`config.mk`:
```
export PLATFORM = sky130hd
export DESIGN_NAME = gesture_flag_ctrl
export DESIGN_NICKNAME = d
export VERILOG_FILES = /design/src/rtl/gesture_flag_ctrl.sv
export SDC_FILE = /design/constraint.sdc
export NUM_CORES = 1
export LEC_CHECK = 0
export CAP_MARGIN = 10
export CELL_PAD_IN_SITES_DETAIL_PLACEMENT = 1
export CELL_PAD_IN_SITES_GLOBAL_PLACEMENT = 2
export CORE_ASPECT_RATIO = 0.9
export CORE_MARGIN = 3
export CORE_UTILIZATION = 39
export DETAILED_ROUTE_END_ITERATION = 8
export PLACE_DENSITY_LB_ADDON = 0.1
export SLEW_MARGIN = 15
export SYNTH_ARGS = -nofsm -noshare
export SYNTH_HDL_FRONTEND = slang
export SYNTH_SLANG_ARGS = --single-unit
```
`constraint.sdc`:
```
create_clock -name sys_clk -period 3.37 [get_ports sys_clk]
set_input_delay 0.5055 -clock sys_clk [delete_from_list [all_inputs] [get_ports sys_clk]]
set_output_delay 0.5055 -clock sys_clk [all_outputs]
set_load 0.01 [all_outputs]
```
`src/rtl/gesture_flag_ctrl.sv`:
```
// gesture_flag_ctrl: gesture-driven run/stop mode FSM with beep lockout, error pulse and inactivity timeout
module gesture_flag_ctrl #(
  parameter int unsigned CLK_FREQ       = 50_000_000,
  parameter int unsigned BEEP_CYCLES    = 10_000_000,
  parameter int unsigned TIMEOUT_CYCLES = 500_000_000
) (
  input  logic       sys_clk,
  input  logic       sys_rst,
  input  logic       gest_valid,
  input  logic [8:0] gest_data,
  output logic [1:0] flag,
  output logic       beep_en,
  output logic       gest_err
);
  localparam int BW = $clog2(BEEP_CYCLES > 1 ? BEEP_CYCLES : 2);
  localparam int TW = $clog2(TIMEOUT_CYCLES > 1 ? TIMEOUT_CYCLES : 2);
  localparam logic [BW-1:0] B_LAST = BW'(BEEP_CYCLES - 1);
  localparam logic [TW-1:0] T_LAST = TW'(TIMEOUT_CYCLES - 1);
  if (CLK_FREQ == 0 || BEEP_CYCLES == 0 || TIMEOUT_CYCLES < 2) begin : g_bad_params
    $error("gesture_flag_ctrl: invalid parameters");
  end
  typedef enum logic [1:0] {IDLE = 2'b00, STOP = 2'b01, RUN = 2'b10} state_e;
  state_e state_q, state_d;
  logic [1:0] flag_q, flag_d;
  logic beep_q, beep_d, err_q, err_d;
  logic [BW-1:0] bcnt_q, bcnt_d;
  logic [TW-1:0] tcnt_q, tcnt_d;
  logic open, up, down, wave, accept, reject, tc, b_last;
  assign open   = gest_valid & ~beep_q;
  assign up     = gest_data == 9'h001;
  assign down   = gest_data == 9'h002;
  assign wave   = gest_data == 9'h100;
  assign accept = open & (up | down | wave);
  // zero or multiple set bits both fail the one-hot test
  assign reject = open & ((gest_data == 9'h000) | ((gest_data & (gest_data - 9'h001)) != 9'h000));
  assign tc     = (state_q == RUN) & (tcnt_q == T_LAST);
  assign b_last = bcnt_q == B_LAST;
  always_ff @(posedge sys_clk) begin
    if (sys_rst) begin
      state_q <= IDLE;
      flag_q  <= 2'b00;
      beep_q  <= 1'b0;
      err_q   <= 1'b0;
      bcnt_q  <= '0;
      tcnt_q  <= '0;
    end else begin
      state_q <= state_d;
      flag_q  <= flag_d;
      beep_q  <= beep_d;
      err_q   <= err_d;
      bcnt_q  <= bcnt_d;
      tcnt_q  <= tcnt_d;
    end
  end
  // an accepted gesture takes priority over a coincident timeout
  always_comb begin
    state_d = !accept ? (tc ? STOP : state_q) :
              up      ? RUN :
              down    ? STOP :
              (state_q == RUN ? STOP : RUN);
    tcnt_d  = (accept || tc || state_q != RUN) ? '0 : tcnt_q + 1'b1;
    beep_d  = accept | (beep_q & ~b_last);
    bcnt_d  = (beep_q && !b_last) ? bcnt_q + 1'b1 : '0;
    err_d   = reject;
  end
  always_comb begin
    flag_d = state_d == RUN ? 2'b10 : state_d == STOP ? 2'b01 : 2'b00;
  end
  assign flag     = flag_q;
  assign beep_en  = beep_q;
  assign gest_err = err_q;
endmodule

```
**After elaboration in Yosys (flattened, before gate mapping)**

Index checks and enable logic that the tools add are counted.

- Flip-flop bits (word level): 59
- Input port bits: 12
- Output and inout port bits: 4
- Logic and storage cells: 48

- Add/subtract/negate cells: 3
- Equal/unequal tests: 9
- Muxes and demuxes: 7
- Bitwise gates (word level): 13
- Reduce and logical (&&, ||, !) cells: 9

Operator list:

| operator | count |
|---|---|
| adder 29 x 1 -> 29 bit, second input constant | 1 |
| == test 29 bit, second input constant | 1 |
| adder 24 x 1 -> 24 bit, second input constant | 1 |
| == test 24 bit, second input constant | 1 |
| two-way mux 2 bit | 6 |
| AND 9 bit | 1 |
| == test 9 x 1 -> 1 bit, second input constant | 1 |
| == test 9 x 2 -> 1 bit, second input constant | 1 |
| == test 9 bit, second input constant | 1 |
| zero test 9 bit | 1 |
| nonzero test 9 bit | 1 |
| subtractor 9 x 1 -> 9 bit, second input constant | 1 |
| OR reduction 2 bit | 3 |
| AND 1 bit | 5 |
| == test 2 bit, second input constant | 2 |
| bitwise OR 1 bit | 4 |
| NOT 1 bit | 3 |
| == test 2 x 1 -> 1 bit, second input constant | 1 |
| logical OR 1 bit | 2 |
| != test 2 bit, second input constant | 1 |
| logical AND 1 bit | 1 |
| zero test 1 bit | 1 |
| two-way mux 1 bit | 1 |

**Longest topological paths before layout**

Gate-level depths: netlist of the first run.

- Depth after elaboration: 8
- Gate-level depth with buffers: 7
- Mapped depth without buffers: 6

**Least setup slack after synthesis of the first run**

No wires, ideal clock.

- Path type: register to register
- Start point: reg tcnt_q[15]
- End point: reg tcnt_q[10]
- Library setup time: 115 ps
- Arrival time: 2111 ps
- Slack: 1144 ps
- Cell stages (with the launch flop): 7
- Buffers on the path: 1
- Path through: dfxtp_1 -> or4b_1 -> or4_1 -> o41a_4 -> nand2_8 -> buf_12 -> nor2_2

- Word-level cells in the longest chain between the ends: 5

Ends and longest elaborated chain:

| item | line | source |
|---|---|---|
| start: declaration | 27 | `logic [TW-1:0] tcnt_q, tcnt_d;` |
| start signal: assignment | 52 | `tcnt_q <= tcnt_d;` |
| == test 29 bit | 36 | `assign tc = (state_q == RUN) & (tcnt_q == T_LAST);` |
| AND 1 bit | 36 |  |
| logical OR 1 bit (2 in series) | 61 | `tcnt_d = (accept \|\| tc \|\| state_q != RUN) ? '0 : tcnt_q + 1'b1;` |
| OR reduction 2 bit (no line) | n/a |  |

No other way between the ends.
A chain may end at the register's enable or synchronous reset.

**Worst setup path in the final report of the first run**

- Start point: reg tcnt_q[15]
- End point: reg flag_q[1] (netlist: flag[1])

- Word-level cells in the longest chain between the ends: 6

Ends and longest elaborated chain:

| item | line | source |
|---|---|---|
| == test 29 bit | 36 |  |
| AND 1 bit | 36 |  |
| two-way mux 2 bit (2 in series) | 57 | `state_d = !accept ? (tc ? STOP : state_q) :` |
| == test 2 bit | 67 | `flag_d = state_d == RUN ? 2'b10 : state_d == STOP ? 2'b01 : 2'b00;` |
| two-way mux 2 bit | 67 |  |
| end signal: assignment | 48 | `flag_q <= flag_d;` |
| end: declaration | 24 | `logic [1:0] flag_q, flag_d;` |

No other way between the ends.

==> implementation parameters, run 1 <==
Parameter                              Value

Run status
  Outcome    finished clean

Finish
  Inserted Diodes    0
  Total area of multi-input combinational cells    0.00149 mm^2
  Most common cell after layout, fill and taps aside    sky130_fd_sc_hd__dfxtp_1
  Final core area utilization    47.3%
  Commonest cells after routing, fill and taps aside    sky130_fd_sc_hd__dfxtp_1, sky130_fd_sc_hd__nor2_1, sky130_fd_sc_hd__xor2_1, sky130_fd_sc_hd__nand2_1, sky130_fd_sc_hd__nor2_2
  Final net count    350
  Fraction of layout instances using a drive strength above 1    12.0%
  Register Area    0.00118 mm^2
  Growth of design area from synthesis to finish    15.5%
  Number of inserted filler cells in the final layout    788

Logic synthesis
  Yosys warning total    0
  Count of state elements after synthesis    59
  Largest family of logic cells by synthesized area    simple AND/OR/NAND/NOR gates
  Cell type with the largest total area after synthesis    sky130_fd_sc_hd__dfxtp_1
  Yosys top cell area share    43.1%
  Post-synth net total    323
  Proportion of synthesized area in mux cells    0%
  Ranking of synthesized cells by area    sky130_fd_sc_hd__dfxtp_1, sky130_fd_sc_hd__xor2_1, sky130_fd_sc_hd__nor2_1
  Sequential element share of the synthesized area    43.1%
  Post-Synthesis Mean Instance Area    8.87 um^2
  Share of the synthesized area in compound gates (AO/OA/AOI/OAI)    5.20%
  Post-Synth Adder-Cell Area    0.913%
  Cell count after synthesis    309
  Post-synthesis simple-gate area fraction    32.3%
  Number of distinct library cell variants in the gate-level netlist after synthesis    36
  Cell area after synthesis    0.00274 mm^2
  Parity-gate share of the synthesized area counting xor and xnor cells    16.0%

Setup path
  Highest-delay cell along the critical path    sky130_fd_sc_hd__o41a_4
  Worst path top cell family by delay    simple AND/OR/NAND/NOR gates
  R2R cell count    5
  Element type at the critical path start    register
  Data required time at the worst endpoint    3570 ps
  Worst stage delay on the critical path    540 ps
  Reg2reg setup slack    980 ps
  Arrival time of the worst setup path    2590 ps
  Endpoint of the worst setup timing path    flag[1]
  Levels on crit path    5
  Worst Setup End Kind    register
  Reg2reg start    tcnt_q[15]
  Critical Path, Cell by Cell    or4b_1, or4_1, o41a_4, nand2_8, o21ai_0
  Capture point of the worst reg-to-reg path    flag[1]
  Highest fanout seen on the critical path    28
  Number of buffer and inverter instances along the worst setup path    0
  Launching instance or port of the critical path    tcnt_q[15]
  Critical path class    reg -> reg

Placed design
  Count of buffers inserted at the top-level ports    15
  RD Place Congestion    0.729
  Pre-CTS setup slack    872 ps
  Total half-perimeter wirelength after legalization and detailed placement    4490 um

Die
  Area of the die    0.00807 mm^2
  Effective utilization at floorplan    41.0%
  Number of rows in the core area    28
  Die span in y    85.5 um
  Die X-Extent    94.4 um
  Area of the core    0.00669 mm^2
  Boundary Pins    16

GRT
  Initial antenna violation count    0
  Met3 routing resource usage after global routing    5.79%
  Met2 Track Usage GR    29.4%
  Wire length of the first global-routing pass    10,700 um
  Busiest metal layer after global routing    met2
  GRT overflow    0
  Total global routing track utilization    16.8%
  Met1 track demand over resource in global routing    19.5%
  Largest net degree at the start of global routing    29
  Vias in the first global route    2,327

STA
  Min cycle time layout    2390 ps
  Fin worst setup slack    980 ps
  RSZ-0062 raised after global routing    no
  Number of slew-limit violations in the final report    0
  Setup Total Neg Slack    0 ps
  Relative slew slack    50.4%
  Final number of hold-violating endpoints    0
  Slew of the pin with the lowest slew margin    738 ps
  Maximum clock skew at final layout    7.26 ps
  Final Setup Violations    0
  Period utilization    70.9%
  Max Freq    418 MHz

Drt
  Vias after detailed routing    2,204
  Mean number of vias per cell    5.11
  Mean routed wirelength per cell    14.0 um
  Detailed router's first-iteration violation count    66
  Number of detailed-routing iterations run before antenna repair    4
  Residual DRC    0
  Total routed wirelength    6050 um
  Antenna violation net count after detailed routing    0

CTS
  CTS H-tree depth    3
  Number of buffers added by the clock tree synthesis step    9
  Clock sink total    59
  Buffer type at the clock tree root    sky130_fd_sc_hd__clkbuf_8
  Number of gates given a new drive strength after cts    0
  CTS Hold Buffers Added    0
  # Post-CTS Setup Buffers    0
  Max Buffers Root-to-Sink    2
  Clock slew at reported path FFs    60 ps
  TritonCTS clock tree    built
  Clock latency on the worst-skew pair    330 ps

Pwr
  Cell Pwr Density    411 mW/mm^2
  Leakage power summed over all cells    0.972 nW
  Maximum vdd drop    0.238 mV

Hold path
  Hold Path Class    reg -> reg

Run
  Maximum capacitance violations    0
[how the worst min path moves through the flow]
stage          startpoint        end  slack [ps]  cells past startpoint
3_3_place_gp    bcnt_q[0]  bcnt_q[0]         430                      1
5_1_grt         bcnt_q[0]  bcnt_q[0]         500                      1
3_5_place_dp    bcnt_q[0]  bcnt_q[0]         450                      1
4_1_cts         bcnt_q[0]  bcnt_q[0]         460                      1
2_1_floorplan   bcnt_q[0]  bcnt_q[0]         420                      1
6_report        bcnt_q[0]  bcnt_q[0]         460                      1
[where the power goes]
part | internal, mW | switching, mW | total [mW]
Sequential | 0.698 | 0.000437 | 0.699
Clock | 0.306 | 0.262 | 0.567
Combinational | 0.0180 | 0.0164 | 0.0343
Total | 1.02 | 0.279 | 1.30
[logic make-up (layout without fill, tap and decap cells)]
| logic type | count (synthesis) | in the layout |
|---|---|---|
| xor+xnor | 50 | 50 |
| fa+ha+maj | 2 | 2 |
| compound gates | 20 | 20 |
| simple gates | 168 | 168 |
| flops | 59 | 59 |
| buf+inv | 10 | 42 |
[cell type report]
type	count	share of cell area [%]
well taps	90	3.56
clock buffers	14	5.14
clock inverters	2	0.316
inverters	6	0.711
flip-flops and latches	59	37.3
multi-input cells	240	47.1
repair buffers	20	5.93
[registers in the layout, indices dropped and copies added (netlist names)]
name	cells
beep_en	1
bcnt_q	24
flag	2
tcnt_q	29
gest_err	1
state_q	2
[worst reg2reg max path, cell delays in order (launching register included)]
cell and delay (ps):
sky130_fd_sc_hd__dfxtp_1 350, sky130_fd_sc_hd__or4b_1 510, sky130_fd_sc_hd__or4_1 500, sky130_fd_sc_hd__o41a_4 540
sky130_fd_sc_hd__nand2_8 240, sky130_fd_sc_hd__o21ai_0 130
[Yosys cell counts (all sizes together)]
cell type,count
a32oi,1
a21oi,5
buf,2
o41a,1
a211oi,2
and4,1
o21ai,6
nor2b,3
nand2b,3
or3,4
xnor2,16
or4,1
nand2,27
o2111ai,1
dfxtp,59
inv,6
nor3,8
nand4,16
ha,2
and2,2
and3,8
or4b,1
nor2,62
a311o,1
nor4b,3
xor2,34
a2111oi,1
clkbuf,2
nand4b,1
nand3,19
nor4,8
nor3b,1
o31ai,2
[metal layers]
metal  share of wire, %  routed length (um)  vias up
met4               0.63                  38        0
met2                 50                3050       13
met1                 47                2820     1060
met3                2.4                 143        4
met5                  0                   0        -
li1                   -                   -     1127
[through the flow]
step	total power, mW	std cells	area [um^2]	hold WS (ps)
after floorplan	0.725	309	2740	418
after global placement	0.748	415	2990	430
after detailed placement	0.748	415	2990	448
after CTS	1.32	431	3170	458
after global routing	1.37	431	3170	495
final	1.30	431	3170	456
No activity file was read; power rests on OpenSTA's default activity.
==> run 2, diff against run 1 <==
CORE_UTILIZATION = 33   (was 39)
clock period = 1.97 ns   (was 3.37 ns; I/O delays follow)
==> implementation parameters, run 2 (synthesis results as in run 1) <==
Parameter                              Value

Run status
  Outcome    complete, but fails checks
  Violations in the final reports    negative setup slack

Die
  Boundary Pins    16
  Number of rows in the core area    30
  Area of the die    0.00944 mm^2
  Die span in y    92.5 um
  Die X-Extent    102 um
  Area of the core    0.00781 mm^2
  Effective utilization at floorplan    35.1%

CTS
  CTS Hold Buffers Added    0
  CTS H-tree depth    3
  Clock latency on the worst-skew pair    330 ps
  Clock slew at reported path FFs    70 ps
  Number of buffers added by the clock tree synthesis step    9
  Clock sink total    59
  Buffer type at the clock tree root    sky130_fd_sc_hd__clkbuf_8
  TritonCTS clock tree    built
  Max Buffers Root-to-Sink    2

Placed design
  Total half-perimeter wirelength after legalization and detailed placement    4970 um
  Count of buffers inserted at the top-level ports    15
  Pre-CTS setup slack    -261 ps
  Number of placed instances with taps included    454
  RD Place Congestion    0.770

Drt
  Detailed router's first-iteration violation count    60
  Mean routed wirelength per cell    14.0 um
  Mean number of vias per cell    4.87
  Residual DRC    0
  Number of detailed-routing iterations run before antenna repair    4
  Antenna violation net count after detailed routing    0
  Vias after detailed routing    2,310
  Total routed wirelength    6630 um

GRT
  GRT overflow    0
  Wire length of the first global-routing pass    11,500 um
  Initial antenna violation count    0
  Largest net degree at the start of global routing    13
  Vias in the first global route    2,394
  Total global routing track utilization    15.5%

Finish
  Number of inserted filler cells in the final layout    921
  Commonest cells after routing, fill and taps aside    sky130_fd_sc_hd__dfxtp_1, sky130_fd_sc_hd__nor2_1, sky130_fd_sc_hd__buf_4, sky130_fd_sc_hd__xor2_1, sky130_fd_sc_hd__nand2_1
  Growth of design area from synthesis to finish    30.6%
  Max FFs per register    29
  Most common cell after layout, fill and taps aside    sky130_fd_sc_hd__dfxtp_1
  Inserted Diodes    0
  Largest registers ranked by flip-flop count    tcnt_q (29), bcnt_q (24)
  Final instance count without filler cells    474
  Fraction of layout instances using a drive strength above 1    24.6%
  Largest register by flop count    tcnt_q
  Final net count    388

Setup path
  Element type at the critical path start    register
  Critical path class    reg -> reg
  Data required time at the worst endpoint    2200 ps
  Worst Setup End Kind    register
  Arrival time of the worst setup path    2330 ps
  Highest fanout seen on the critical path    8

STA
  Max Freq    475 MHz
  Period utilization    107%
  Final number of hold-violating endpoints    0
  Relative slew slack    69.3%
  Min cycle time layout    2110 ps
  Number of slew-limit violations in the final report    0
  RSZ-0062 raised after global routing    yes
  Maximum clock skew at final layout    11.3 ps
  Setup Total Neg Slack    -3760 ps
  Slew of the pin with the lowest slew margin    458 ps
  Final Setup Violations    33
  Fin worst setup slack    -136 ps

Hold path
  Hold Path Class    reg -> reg

Pwr
  Cell Pwr Density    670 mW/mm^2
  Total Power    2.40 mW
  Leakage power summed over all cells    1.19 nW
  Maximum vdd drop    0.285 mV

Run
  Maximum capacitance violations    0
[run 2: cell types whose count changed in the layout (fill, tap and decap cells not counted), moves of 2 or more]
cell and change:
sky130_fd_sc_hd__nor2_1 -2, sky130_fd_sc_hd__buf_4 +35, sky130_fd_sc_hd__clkbuf_1 -3, sky130_fd_sc_hd__a21oi_1 -2, sky130_fd_sc_hd__dfxtp_2 +3, sky130_fd_sc_hd__buf_12 +3, sky130_fd_sc_hd__clkinvlp_4 +2, sky130_fd_sc_hd__nor2_2 -2
sky130_fd_sc_hd__nor2_4 +4, sky130_fd_sc_hd__a21oi_2 +2, sky130_fd_sc_hd__dfxtp_1 -3
[run 2: layout make-up]
| cell class | count | area [um^2] | area share [%] |
|---|---|---|---|
| multi-input cells | 240 | 1540 | 43.0 |
| clock inverters | 4 | 50.0 | 1.40 |
| clock buffers | 11 | 151 | 4.23 |
| flip-flops and latches | 59 | 1180 | 33.1 |
| inverters | 6 | 22.5 | 0.629 |
| repair buffers | 58 | 510 | 14.3 |
| well taps | 96 | 120 | 3.36 |
[run 2: per-stage QoR]
stage	util (%)	hold slack, ps	instance area [um^2]
floorplan	-	365	2750
finish	45.8	456	3580
detailed placement	42.1	441	3290
global route	45.8	494	3580
global placement	42.1	428	3290
CTS	45.3	465	3530
[run 2: layer usage]
layer | track usage (%) | routed length, um
met3 | 5.05 | 201
met2 | 20.3 | 2580
met5 | 0 | 0
met4 | 4.04 | 61
met1 | 23.7 | 3790
[run 2: power breakdown]
| group | internal (mW) | switching [mW] |
|---|---|---|
| clock network | 0.644 | 0.481 |
| logic | 0.0451 | 0.0330 |
| registers | 1.19 | 0.000754 |
| total | 1.88 | 0.515 |
[run 2: what timing repair did]
item                       CTS  global route
setup endpoints to repair   33            33
pin swaps                    4             1
setup buffers                2             3
gates resized for setup      8             6
[run 2: path summary, 6_finish.rpt]
path	endpoint	from	cells after the start	slack (ps)
worst min register to register	bcnt_q[0]	bcnt_q[0]	1	460
worst max-delay path	tcnt_q[4]	tcnt_q[11]	6	-140
worst max register to register	tcnt_q[4]	tcnt_q[11]	6	-140
worst min-delay path	bcnt_q[0]	bcnt_q[0]	1	460
[run 2: critical path, stage by stage (launching register included)]
cell,delay (ps)
sky130_fd_sc_hd__dfxtp_2,310
sky130_fd_sc_hd__or4b_1,510
sky130_fd_sc_hd__or4_4,440
sky130_fd_sc_hd__o41a_4,420
sky130_fd_sc_hd__nand2_8,130
sky130_fd_sc_hd__buf_12,150
sky130_fd_sc_hd__nor2_1,40
